==> src/rtl/rfsoc_axil_pkg.sv <==
// Shared types and constants for the RFSoC AXI4-Lite register front-end.
package rfsoc_axil_pkg;

  typedef enum logic [2:0] {
    IDLE    = 3'd0,
    WR_EXEC = 3'd1,
    WR_RESP = 3'd2,
    RD_EXEC = 3'd3,
    RD_RESP = 3'd4
  } axil_state_e;

  localparam logic [1:0]  AXI_RESP_OKAY   = 2'b00;
  localparam logic [1:0]  AXI_RESP_SLVERR = 2'b10;
  localparam logic [15:0] REG_MAX_OFFSET  = 16'h0114;

  // Register file is word addressed; byte lanes are carried by the strobes.
  function automatic logic [15:0] to_word_offset(input logic [15:0] addr);
    return {addr[15:2], 2'b00};
  endfunction

endpackage

==> src/rtl/rfsoc_axil_slave.sv <==
// AXI4-Lite slave to flat register-bus bridge, one transaction at a time, writes before reads.
// Define RFSOC_AXIL_SLVERR_EN to answer accesses beyond MAX_OFFSET with SLVERR.
import rfsoc_axil_pkg::*;

module rfsoc_axil_slave #(
  parameter int          ADDR_W     = 16,
  parameter logic [15:0] MAX_OFFSET = REG_MAX_OFFSET
) (
  input  logic              clk,
  input  logic              rstb,
  input  logic [ADDR_W-1:0] s_axil_awaddr,
  input  logic              s_axil_awvalid,
  output logic              s_axil_awready,
  input  logic [31:0]       s_axil_wdata,
  input  logic [3:0]        s_axil_wstrb,
  input  logic              s_axil_wvalid,
  output logic              s_axil_wready,
  output logic [1:0]        s_axil_bresp,
  output logic              s_axil_bvalid,
  input  logic              s_axil_bready,
  input  logic [ADDR_W-1:0] s_axil_araddr,
  input  logic              s_axil_arvalid,
  output logic              s_axil_arready,
  output logic [31:0]       s_axil_rdata,
  output logic [1:0]        s_axil_rresp,
  output logic              s_axil_rvalid,
  input  logic              s_axil_rready,
  output logic              reg_wren,
  output logic [15:0]       reg_offset,
  output logic [31:0]       reg_wdata,
  output logic [3:0]        reg_wstrb,
  input  logic [31:0]       reg_rdata
);

`ifdef RFSOC_AXIL_SLVERR_EN
  localparam bit SLVERR_EN = 1'b1;
`else
  localparam bit SLVERR_EN = 1'b0;
`endif

  axil_state_e r_state, w_state_nxt;

  logic        r_aw_held, r_w_held;
  logic [15:0] r_awaddr;
  logic [31:0] r_wdata;
  logic [3:0]  r_wstrb;
  logic        r_rd_err;

  logic        r_reg_wren;
  logic [15:0] r_reg_offset;
  logic [31:0] r_reg_wdata;
  logic [3:0]  r_reg_wstrb;
  logic [31:0] r_rdata;
  logic [1:0]  r_bresp, r_rresp;

  logic        w_idle, w_aw_hs, w_w_hs, w_ar_hs, w_wr_go;
  logic [15:0] w_wr_off, w_rd_off;
  logic [31:0] w_wr_data;
  logic [3:0]  w_wr_strb;
  logic        w_wr_err, w_rd_err;

  assign w_idle = (r_state == IDLE);

  // Readies are gated by rstb so nothing is accepted while reset is held.
  assign s_axil_awready = rstb && w_idle && !r_aw_held;
  assign s_axil_wready  = rstb && w_idle && !r_w_held;
  assign s_axil_arready = rstb && w_idle && !r_aw_held && !r_w_held
                          && !s_axil_awvalid && !s_axil_wvalid;

  assign w_aw_hs = s_axil_awvalid && s_axil_awready;
  assign w_w_hs  = s_axil_wvalid  && s_axil_wready;
  assign w_ar_hs = s_axil_arvalid && s_axil_arready;
  assign w_wr_go = w_idle && (r_aw_held || w_aw_hs) && (r_w_held || w_w_hs);

  // A half captured in this same cycle bypasses its holding register.
  assign w_wr_off  = to_word_offset(r_aw_held ? r_awaddr : s_axil_awaddr[15:0]);
  assign w_wr_data = r_w_held ? r_wdata : s_axil_wdata;
  assign w_wr_strb = r_w_held ? r_wstrb : s_axil_wstrb;
  assign w_rd_off  = to_word_offset(s_axil_araddr[15:0]);

  assign w_wr_err = SLVERR_EN && (w_wr_off > MAX_OFFSET);
  assign w_rd_err = SLVERR_EN && (w_rd_off > MAX_OFFSET);

  always_comb begin
    w_state_nxt = r_state;
    case (r_state)
      IDLE: begin
        if (w_wr_go)      w_state_nxt = WR_EXEC;
        else if (w_ar_hs) w_state_nxt = RD_EXEC;
      end
      WR_EXEC: w_state_nxt = WR_RESP;
      WR_RESP: if (s_axil_bready) w_state_nxt = IDLE;
      RD_EXEC: w_state_nxt = RD_RESP;
      RD_RESP: if (s_axil_rready) w_state_nxt = IDLE;
      default: w_state_nxt = IDLE;
    endcase
  end

  always_ff @(posedge clk) begin
    if (!rstb) begin
      r_state      <= IDLE;
      r_aw_held    <= 1'b0;
      r_w_held     <= 1'b0;
      r_awaddr     <= '0;
      r_wdata      <= '0;
      r_wstrb      <= '0;
      r_rd_err     <= 1'b0;
      r_reg_wren   <= 1'b0;
      r_reg_offset <= '0;
      r_reg_wdata  <= '0;
      r_reg_wstrb  <= '0;
      r_rdata      <= '0;
      r_bresp      <= AXI_RESP_OKAY;
      r_rresp      <= AXI_RESP_OKAY;
    end else begin
      r_state    <= w_state_nxt;
      r_reg_wren <= 1'b0;
      if (w_aw_hs) begin
        r_aw_held <= 1'b1;
        r_awaddr  <= s_axil_awaddr[15:0];
      end
      if (w_w_hs) begin
        r_w_held <= 1'b1;
        r_wdata  <= s_axil_wdata;
        r_wstrb  <= s_axil_wstrb;
      end
      if (w_wr_go) begin
        r_aw_held    <= 1'b0;
        r_w_held     <= 1'b0;
        r_reg_wren   <= !w_wr_err;
        r_reg_offset <= w_wr_off;
        r_reg_wdata  <= w_wr_data;
        r_reg_wstrb  <= w_wr_strb;
        r_bresp      <= w_wr_err ? AXI_RESP_SLVERR : AXI_RESP_OKAY;
      end else if (w_ar_hs) begin
        r_reg_offset <= w_rd_off;
        r_rd_err     <= w_rd_err;
      end
      if (r_state == RD_EXEC) begin
        r_rdata <= r_rd_err ? 32'h0 : reg_rdata;
        r_rresp <= r_rd_err ? AXI_RESP_SLVERR : AXI_RESP_OKAY;
      end
    end
  end

  assign s_axil_bvalid = (r_state == WR_RESP);
  assign s_axil_rvalid = (r_state == RD_RESP);
  assign s_axil_bresp  = r_bresp;
  assign s_axil_rresp  = r_rresp;
  assign s_axil_rdata  = r_rdata;
  assign reg_wren      = r_reg_wren;
  assign reg_offset    = r_reg_offset;
  assign reg_wdata     = r_reg_wdata;
  assign reg_wstrb     = r_reg_wstrb;

endmodule
==> config.mk <==
export PLATFORM = sky130hd
export DESIGN_NAME = rfsoc_axil_slave
export DESIGN_NICKNAME = d
export VERILOG_FILES = /design/src/rtl/rfsoc_axil_pkg.sv /design/src/rtl/rfsoc_axil_slave.sv
export SDC_FILE = /design/constraint.sdc
export NUM_CORES = 1
export LEC_CHECK = 0
export ABC_AREA = 1
export BUFFER_PORTS_ARGS = -buffer_cell sky130_fd_sc_hd__buf_2
export CORE_MARGIN = 3
export CORE_UTILIZATION = 45
export CTS_CLUSTER_DIAMETER = 30
export DETAILED_ROUTE_END_ITERATION = 6
export PLACE_DENSITY = 0.74
export SYNTH_ARGS = -nofsm -noshare
export SYNTH_HDL_FRONTEND = slang
export SYNTH_SLANG_ARGS = --single-unit
==> constraint.sdc <==
create_clock -name clk -period 5.2 [get_ports clk]
set_clock_uncertainty 0.05 [all_clocks]
set_input_delay 1.56 -clock clk [delete_from_list [all_inputs] [get_ports clk]]
set_output_delay 1.56 -clock clk [all_outputs]
set_load 0.02 [all_outputs]
==> metrics.txt, run 1 <==
CP endpoint s_axil_arready; final instance area just over 7000 um^2; layout cells sized above 1 0.253; Ports around 200; H-tree Lvls 4; arrival time of the worst setup path ~2.3 ns; # rows 40; clock latency on the worst-skew pair slightly above 0.4 ns; Critical-path top delay cell nor2_2; worst slew pin tran approximately 1.1 ns; DR WL met2 6490 um; final-report setup violation count 0; largest net degree at the start of global routing 55; Syn Area/Cell between 7 and 8 um^2; WL met1 roughly 6800 um; Hold WC Path Type reg2reg; mapped cell area 5590 um^2; die span in x roughly 120 um; Lkg Pwr ~0.0035 uW; Worst Path Buf+Inv 3; synth cell count leaders nand2_1, nor2_1, dfxtp_1, o21ai_0; post-CTS sizing 0; Seq. cell area about 2800 um^2; Max clock buf depth 2; Crit Reg-Reg Startpoint r_w_held$_SDFFE_PP0P_; post-synthesis compound-gate area fraction 0.116; xor/xnor share of the synthesized area 0; initial antenna violation count 0; fillers roughly 1200; Synth Area in Simple Gates 0.298; Reg clk slew, reported paths 0.05 ns; startpoint types input port; n_diodes 0; CP max FO 3; largest family of logic cells by synthesized area simple AND/OR/NAND/NOR gates; critical path's top delay family buffers and inverters; max-cap check violation count 0; CP required approximately 3.6 ns; critical path class in2out; CTS tree done; Peak Freq between 200 and 300 MHz; synth top area cells dfxtp_1, nand2_1, nor2_1, o21ai_0, mux2i_1; post-synth top area cell dfxtp_1; Cell Area, Placed around 6600 um^2; placer congestion estimate ~0.8; Warnings, synthesis 0; FF-to-FF End reg_wdata[13]$_SDFFE_PN0N_; Final Critical Period roughly 4 ns; Detail Route Antenna Nets 0; DRC violations left 0; EDFF count, synth 0; area grow syn2layout 27.9%; via count around 5400; DRT iter0 DRCs 375; count leader, synth nand2_1; post-synth top area share 0.494; routed length per instance ~13 um; crit-path cells buf_2 > inv_1 > nand3_1 > nor2_2 > buf_2; Fin. Hold Viols 0; clk sink count between 100 and 150; Initial Utilization 0.463; total gr overflow 0; die area 13800 um^2; Multi-input gate area ~2500 um^2; DR pass1 iterations 5; vias in the first global route between 4000 and 5000; ys flop type dfxtp_1; Crit. Startpoint s_axil_awvalid; maximum VDD drop about 0.17 mV; max incr delay on CP approximately 0.20 ns; reg2reg path depth 7; CTS root buf clkbuf_16; Syn Inst Count between 700 and 800; Top cell by count, worst path buf_2; pwr dens between 400 and 500 nW/um^2; GRT Util Overall 0.211; Die Ht between 100 and 150 um; number of cells on the critical path 5; Post-CTS Repair Setup Buffers 0; final net count around 1000; sequential area share after synthesis 0.494; CTS Buf Count 17; outcome completed; multiplexer share of the synthesized area 0.0233; Pins Over Slew Limit 0; DPL Wire Length about 9600 um; Post-Synth Adder-Cell Area 0; Setup TNS 0 ns; core box area around 12000 um^2; crit path capture type primary output; DR vias/cell approximately 4.8; fin crit share 0.752; Relative slew margins 0.273; flops & latches, synth 138; Port Buffers 190; unrepaired setup endpoints after global routing false; Routed met3 length 965 um; WL final ~15000 um; Cell variety after synth 26; share of flip-flops with an asynchronous set or reset 0; first-pass GRT wire length between 20000 and 25000 um; Top Metal Used met4; hold buffers post-CTS 0; flop2flop setup slack ~2.3 ns
## flip-flops by register name (all words and copies together), names as in the netlist
register and count:
r_state 3, reg_wren 1, r_wstrb 4, reg_wdata 32
r_aw_held 1, reg_offset 14, r_w_held 1, r_awaddr 14
reg_wstrb 4, r_wdata 32, s_axil_rdata 32
## worst min-delay path by stage
stage / from / endpoint / depth (start not counted)
finish: reg_wdata[29]$_SDFFE_PN0N_ / reg_wdata[29]$_SDFFE_PN0N_ / 2
detailed placement: reg_wdata[3]$_SDFFE_PN0N_ / reg_wdata[3]$_SDFFE_PN0N_ / 2
global route: reg_wdata[17]$_SDFFE_PN0N_ / reg_wdata[17]$_SDFFE_PN0N_ / 2
CTS: reg_wdata[31]$_SDFFE_PN0N_ / reg_wdata[31]$_SDFFE_PN0N_ / 2
global placement: reg_wdata[26]$_SDFFE_PN0N_ / reg_wdata[26]$_SDFFE_PN0N_ / 2
floorplan: r_awaddr[15]$_SDFFE_PN0P_ / r_awaddr[15]$_SDFFE_PN0P_ / 2
## power breakdown
part           leakage (uW)  switching [uW]  total (uW)  internal, uW
clock network      0.000296             431        1200           765
logic               0.00213             339         511           172
registers           0.00112            55.0        1220          1160
## worst min-delay path, delay by kind of cell, from the launching register on
family / cells / cell delay, ns
flip-flops: 1 / 0.32
AND/OR/NAND/NOR: 2 / 0.09
## area by class of cell
cell class,instances,share of cell area
clock buffer,24,0.0702
clock inverter,7,0.0124
timing repair buffer,196,0.139
sequential,138,0.387
multi-input combinational,551,0.345
tap,168,0.0294
inverter,33,0.0173
## routing by layer
| metal | GRT usage | vias to the layer above |
|---|---|---|
| li1 | - | 2775 |
| met1 | 0.277 | 2407 |
| met2 | 0.333 | 185 |
| met3 | 0.0569 | 24 |
| met4 | 0.0836 | 0 |
| met5 | 0 | - |
## logic make-up (layout without fill, tap and decap cells)
group                  Yosys count  in the layout
muxes                           13             13
other                            1              6
and+or+nand+nor                408            408
AOI/OAI and AO/OA              124            124
DFF                            138            138
buffers and inverters           86            260
## stage by stage
stage,utilization,total power (uW),setup slack [ns],std cells,hold WS (ns)
final,0.593,2920,1.29,1117,0.392
after global routing,0.593,3080,1.14,1117,0.406
after CTS,0.593,2950,1.26,1117,0.393
after detailed placement,0.544,1750,1.28,1086,0.378
after global placement,0.544,1740,1.30,1086,0.373
after floorplan,-,1590,1.46,775,0.379
## cell usage in the layout (no fill, tap or decap)
cell type,Yosys,layout
nor3_1,1,1
o21ai_0,99,99
nand3_1,18,18
nor2_1,161,161
nor2_4,2,2
o21ai_4,2,2
or2_2,5,5
dfxtp_2,0,1
nor2_2,1,1
mux2i_1,13,13
bufinv_16,0,2
nand3_4,1,1
a21oi_1,22,22
nand4_1,15,15
clkbuf_8,0,5
dfxtp_1,138,137
inv_2,2,2
clkbuf_16,0,17
buf_4,8,6
or2_0,9,9
clkinv_2,0,4
clkinv_1,1,1
conb_1,1,6
clkinv_4,0,1
buf_2,10,190
nand3_2,1,1
o211ai_1,1,1
nand2_1,194,194
inv_1,30,30
clkbuf_1,30,2
(Power assumes the default switching activity.)
==> run 2: changes to the inputs <==
--- a/config.mk
+++ b/config.mk
@@ -11,7 +11,7 @@
 export CORE_UTILIZATION = 45
 export CTS_CLUSTER_DIAMETER = 30
 export DETAILED_ROUTE_END_ITERATION = 6
-export PLACE_DENSITY = 0.74
+export PLACE_DENSITY = 0.76
 export SYNTH_ARGS = -nofsm -noshare
 export SYNTH_HDL_FRONTEND = slang
 export SYNTH_SLANG_ARGS = --single-unit
==> constraint.sdc (replaced) <==
create_clock -name clk -period 3.2 [get_ports clk]
set_clock_uncertainty 0.05 [all_clocks]
set_input_delay 0.96 -clock clk [delete_from_list [all_inputs] [get_ports clk]]
set_output_delay 0.96 -clock clk [all_outputs]
set_load 0.02 [all_outputs]
==> run 2 against run 1 <==
  * Worst hold slack got worse by 0.0015 ns
  * Via count grew 0.78%
  * Flip-flop and latch count is the same
  * Setup slack lost 0.83 ns
  * Sequential power up 61%
  * Critical path depth unchanged
  * First-iteration DRC count is 0.53% higher
  * Cell area increased by 0.35%
==> metrics.txt, run 2 (same netlist as run 1, synthesis figures left out) <==
die area 13800 um^2 (unchanged); routed length per instance 13.0 um (-0.29%); FF-to-FF End reg_wdata[11]$_SDFFE_PN0N_; Final Critical Period about 2.7 ns; DR pass1 iterations 5 (unchanged); Relative slew margins 0.406 (+0.133); reg2reg path depth 9 (+2); pwr dens 655 nW/um^2 (+60%); Core Util, Final 0.595 (+0.00207); arrival time of the worst setup path 1.73 ns (-0.57 ns); placer congestion estimate 0.811 (+1.0%); flop2flop setup slack 0.90 ns (-1.38 ns); layout cells sized above 1 0.256 (+0.00338); vias in the first global route 4903 (-1.2%); WL final 14600 um (+0.34%); max incr delay on CP 0.46 ns (+0.26 ns); worst slew pin tran 0.886 ns (-0.202 ns); Max clock buf depth 2 (unchanged); first-pass GRT wire length 23800 um (-1.1%); # rows 40 (unchanged); most frequent cells in the layout nand2_1, buf_2, nor2_1; Fin. Hold Viols 0 (unchanged); Multi-input gate area 2460 um^2 (unchanged); Critical-path top delay cell dfxtp_2; DRC violations left 0 (unchanged); Setup TNS 0 ns (unchanged); final-report setup violation count 0 (unchanged); fillers 1157 (+0.35%); commonest non-fill, non-tap cell in the layout nand2_1; fin crit share 0.857; CTS Buf Count 17 (unchanged); Detail Route Antenna Nets 0 (unchanged); max-cap check violation count 0 (unchanged); GRT Util Overall 0.210 (-0.00196); Post-CTS Repair Setup Buffers 0 (unchanged); CTS tree done; hold buffers post-CTS 0 (unchanged); Reg clk slew, reported paths 0.05 ns (about the same); total gr overflow 0 (unchanged); area grow syn2layout 28.4%; CP required 2.19 ns (-1.40 ns); unrepaired setup endpoints after global routing false; Initial Utilization 0.463 (unchanged); crit path capture type primary output; Ports 201 (unchanged); Pins Over Slew Limit 0 (unchanged); Die Ht 117 um (unchanged); core box area 12100 um^2 (unchanged); crit-path cells buf_4 > inv_1 > nand3_1 > nor2_2 > buf_2; critical path class reg2out; Peak Freq 365 MHz; via count 5433 (+0.78%); H-tree Lvls 4 (unchanged); n_diodes 0 (unchanged); CTS root buf clkbuf_16; initial antenna violation count 0 (unchanged); die span in x 117 um (unchanged); maximum VDD drop 0.489 mV (+180%); Port Buffers 190 (unchanged); clk sink count 138 (unchanged); min-delay src reg_wdata[7]$_SDFFE_PN0N_; DR vias/cell 4.83 (+0.15%); DRT iter0 DRCs 377 (+0.53%); Crit Reg-Reg Startpoint r_w_held$_SDFFE_PP0P_; Hold WC Path Type reg2reg; CP max FO 43 (+40); clock latency on the worst-skew pair 0.41 ns (about the same); largest net degree at the start of global routing 97 (+76%); Seq. cell area 2760 um^2 (unchanged); Lkg Pwr 0.00356 uW (+0.34%); startpoint types register; DPL Wire Length 9760 um (+1.4%); Crit. Startpoint r_w_held$_SDFFE_PP0P_; final net count 1051 (+0.67%); Power, Total 4700 uW (+61%); CP endpoint s_axil_arready; post-CTS sizing 0 (unchanged); outcome completed
run 2: cell types whose count changed in the layout (fill, tap and decap cells not counted), sizes merged:
cell / change
clkbuf: -1
buf: +7
clkinvlp: +2
clkinv: -1
run 2: through the flow:
stage,hold slack (ns),setup slack [ns],cell area [um^2],cells
2_1_floorplan,0.379,0.664,5610,775
3_3_place_gp,0.373,0.360,6610,1093
3_5_place_dp,0.378,0.277,6610,1093
4_1_cts,0.392,0.435,7170,1124
5_1_grt,0.407,0.335,7170,1124
6_report,0.390,0.457,7170,1124
run 2: how the worst min path moves through the flow:
stage                                 end  slack [ns]  cells after the start
6_report        reg_wdata[7]$_SDFFE_PN0N_        0.39                      2
5_1_grt        reg_wdata[27]$_SDFFE_PN0N_        0.41                      2
4_1_cts         reg_wdata[7]$_SDFFE_PN0N_        0.39                      2
3_5_place_dp   reg_wdata[23]$_SDFFE_PN0N_        0.38                      2
3_3_place_gp   reg_wdata[25]$_SDFFE_PN0N_        0.37                      2
2_1_floorplan   r_awaddr[15]$_SDFFE_PN0P_        0.38                      2
run 2: area by class of cell:
type | instances | area share
Sequential cell | 138 | 0.385
Inverter | 33 | 0.0173
Tap cell | 168 | 0.0293
Multi-Input combinational cell | 551 | 0.343
Clock buffer | 23 | 0.0652
Timing Repair Buffer | 203 | 0.146
Clock inverter | 8 | 0.0133
run 2: metal layers:
| layer | track usage | up-vias | wire, um |
|---|---|---|---|
| met4 | 0.0696 | 0 | 187 |
| met1 | 0.263 | 2446 | 6510 |
| met5 | 0 | - | 0 |
| li1 | - | 2782 | - |
| met2 | 0.349 | 188 | 6980 |
| met3 | 0.0579 | 17 | 890 |
run 2: power breakdown:
part	internal, uW	total (uW)	switching (uW)	leakage [uW]
Combinational	291	854	564	0.00216
Clock	1180	1870	697	0.000273
Sequential	1890	1970	82.7	0.00112
run 2: worst max-delay path: cells and delay by family, from the launching register on:
family | cells | cell delay, ns
and+or+nand+nor | 2 | 0.17
DFF | 1 | 0.46
buffers and inverters | 3 | 0.69
==> run 3: changes to the inputs <==
==> constraint.sdc (replaced) <==
create_clock -name clk -period 3.2 [get_ports clk]
set_clock_uncertainty 0.05 [all_clocks]
set_input_delay 0.16 -clock clk [delete_from_list [all_inputs] [get_ports clk]]
set_output_delay 0.16 -clock clk [all_outputs]
set_load 0.02 [all_outputs]
==> run 3 against run 2 <==
  * First-iteration DRC count rose by 19%
  * Clock power barely moved
  * Critical endpoint is now r_awaddr[15]$_SDFFE_PN0P_
  * Largest cell class unchanged
  * Core utilization rose by 6.4 points
  * Worst hold slack got worse by 0.38 ns
  * Via count rose by 8.2%
  * Register-to-register slack got worse by 0.27 ns
==> metrics.txt, run 3 (same netlist as run 1, synthesis figures left out) <==
Fin. Hold Viols 0 (unchanged); most frequent cells in the layout nand2_1, buf_2, nor2_1; pwr dens 601 nW/um^2 (-8.3%); commonest non-fill, non-tap cell in the layout nand2_1; Reg clk slew, reported paths 0.06 ns (about the same); # rows 40 (unchanged); Final Critical Period 2.57 ns (-0.170 ns); vias in the first global route 5652 (+15%); max incr delay on CP 0.64 ns (+0.18 ns); Post-CTS Repair Setup Buffers 0 (unchanged); CP max FO 16 (-63%); arrival time of the worst setup path 2.80 ns (+1.07 ns); Relative slew margins 0.287 (-0.119); clk sink count 138 (unchanged); Placed Cells 1088 (-0.46%); core box area 12100 um^2 (unchanged); CTS tree done; Ports 201 (unchanged); final net count 1125 (+7.0%); CTS root buf clkbuf_16; Detail Route Antenna Nets 0 (unchanged); clock latency on the worst-skew pair 0.41 ns (about the same); die span in x 117 um (unchanged); worst slew pin tran 1.06 ns (+0.178 ns); crit path capture type register; initial antenna violation count 0 (unchanged); n_diodes 0 (unchanged); CTS Buf Count 17 (unchanged); DPL Wire Length 9670 um (-0.93%); GRT Util Overall 0.235 (+0.0259); Lkg Pwr 0.00388 uW (+8.9%); Die Ht 117 um (unchanged); Max clock buf depth 2 (unchanged); maximum VDD drop 0.317 mV (-35%); Hold WC Path Type in2reg; Port Buffers 190 (unchanged); Setup TNS 0 ns (unchanged); DRT iter0 DRCs 449 (+19%); unrepaired setup endpoints after global routing false; die area 13800 um^2 (unchanged); fin crit share 0.804 (-0.0530); area grow syn2layout 42.1%; largest net degree at the start of global routing 100 (+3.1%); Critical-path top delay cell nor2_1; DR pass1 iterations 5 (unchanged); WL final 16500 um (+13%); layout cells sized above 1 0.235 (-0.0213); H-tree Lvls 4 (unchanged); Non-Filler Instances 1198 (+6.6%); placer congestion estimate 0.791 (-2.4%); total gr overflow 0 (unchanged); first-pass GRT wire length 26900 um (+13%); critical path's top delay family simple AND/OR/NAND/NOR gates; startpoint types register; critical path class reg2reg; Worst Path Buf+Inv 2 (-1); outcome completed; routed length per instance 13.8 um (+6.2%); max-cap check violation count 0 (unchanged); Peak Freq 389 MHz (+6.6%); final-report setup violation count 0 (unchanged); crit-path cells inv_2 > nand4_1 > nor2_1 > inv_1 > o21ai_0 > a21oi_1; Pins Over Slew Limit 0 (unchanged); via count 5881 (+8.2%); DR vias/cell 4.91 (+1.6%); CP required 3.43 ns (+1.24 ns); Initial Utilization 0.463 (unchanged); DRC violations left 0 (unchanged)
[run 3: cell count changes in the layout (fill, tap and decap cells not counted), sizes merged]
cell and delta:
buf -5, clkinvlp -1, clkbuf +2, dlygate4sd3 +79, bufinv -1
[run 3: where the power goes]
| group | total (uW) | switching [uW] | internal [uW] | leakage [uW] |
|---|---|---|---|---|
| Sequential | 1980 | 92.0 | 1890 | 0.00112 |
| Clock | 1880 | 692 | 1190 | 0.000285 |
| Combinational | 915 | 572 | 342 | 0.00247 |
| Total | 4770 | 1360 | 3410 | 0.00388 |
[run 3: worst min-delay path: stages]
cell	delay, ns
buf_2	0.10
o21ai_0	0.09
nor2_1	0.08
[run 3: path summary, 6_finish.rpt]
kind | from | end | slack (ns) | depth (start not counted)
setup reg to reg | r_aw_held$_SDFFE_PP0P_ | r_awaddr[15]$_SDFFE_PN0P_ | 0.63 | 6
setup / recovery | r_aw_held$_SDFFE_PP0P_ | r_awaddr[15]$_SDFFE_PN0P_ | 0.63 | 6
hold reg to reg | reg_wdata[17]$_SDFFE_PN0N_ | reg_wdata[17]$_SDFFE_PN0N_ | 0.39 | 2
hold / removal | reg_rdata[4] | s_axil_rdata[4]$_SDFFE_PN0P_ | 0.01 | 3
[run 3: stage by stage]
step	setup slack, ns	utilization	cell area (um^2)	hold slack, ns	total power, uW
floorplan	1.46	-	5610	0.245	2580
global placement	0.576	0.545	6570	0.348	2830
detailed placement	0.625	0.545	6570	0.355	2840
CTS	0.606	0.658	7940	0.00742	4790
global route	0.327	0.658	7940	0.0197	4990
finish	0.627	0.658	7940	0.0110	4770
[run 3: area by class of cell]
class | count | area, um^2
clock inverter | 6 | 61.3
fill | 1038 | 4120
sequential | 138 | 2760
tap | 168 | 210
timing repair buffer | 277 | 1800
inverter | 33 | 124
clock buffer | 25 | 515
multi-input combinational | 551 | 2460
[run 3: what timing repair did]
item                      in CTS  in global routing
gates resized for setup        0                  0
hold endpoints to repair      92                  0
hold buffers                  79                  0
[run 3: metal layers]
layer | track usage | up-vias | part of all wire
li1 | - | 2925 | -
met1 | 0.275 | 2704 | 0.42
met2 | 0.411 | 207 | 0.49
met3 | 0.0545 | 45 | 0.058
met4 | 0.107 | 0 | 0.030
met5 | 0 | - | 0
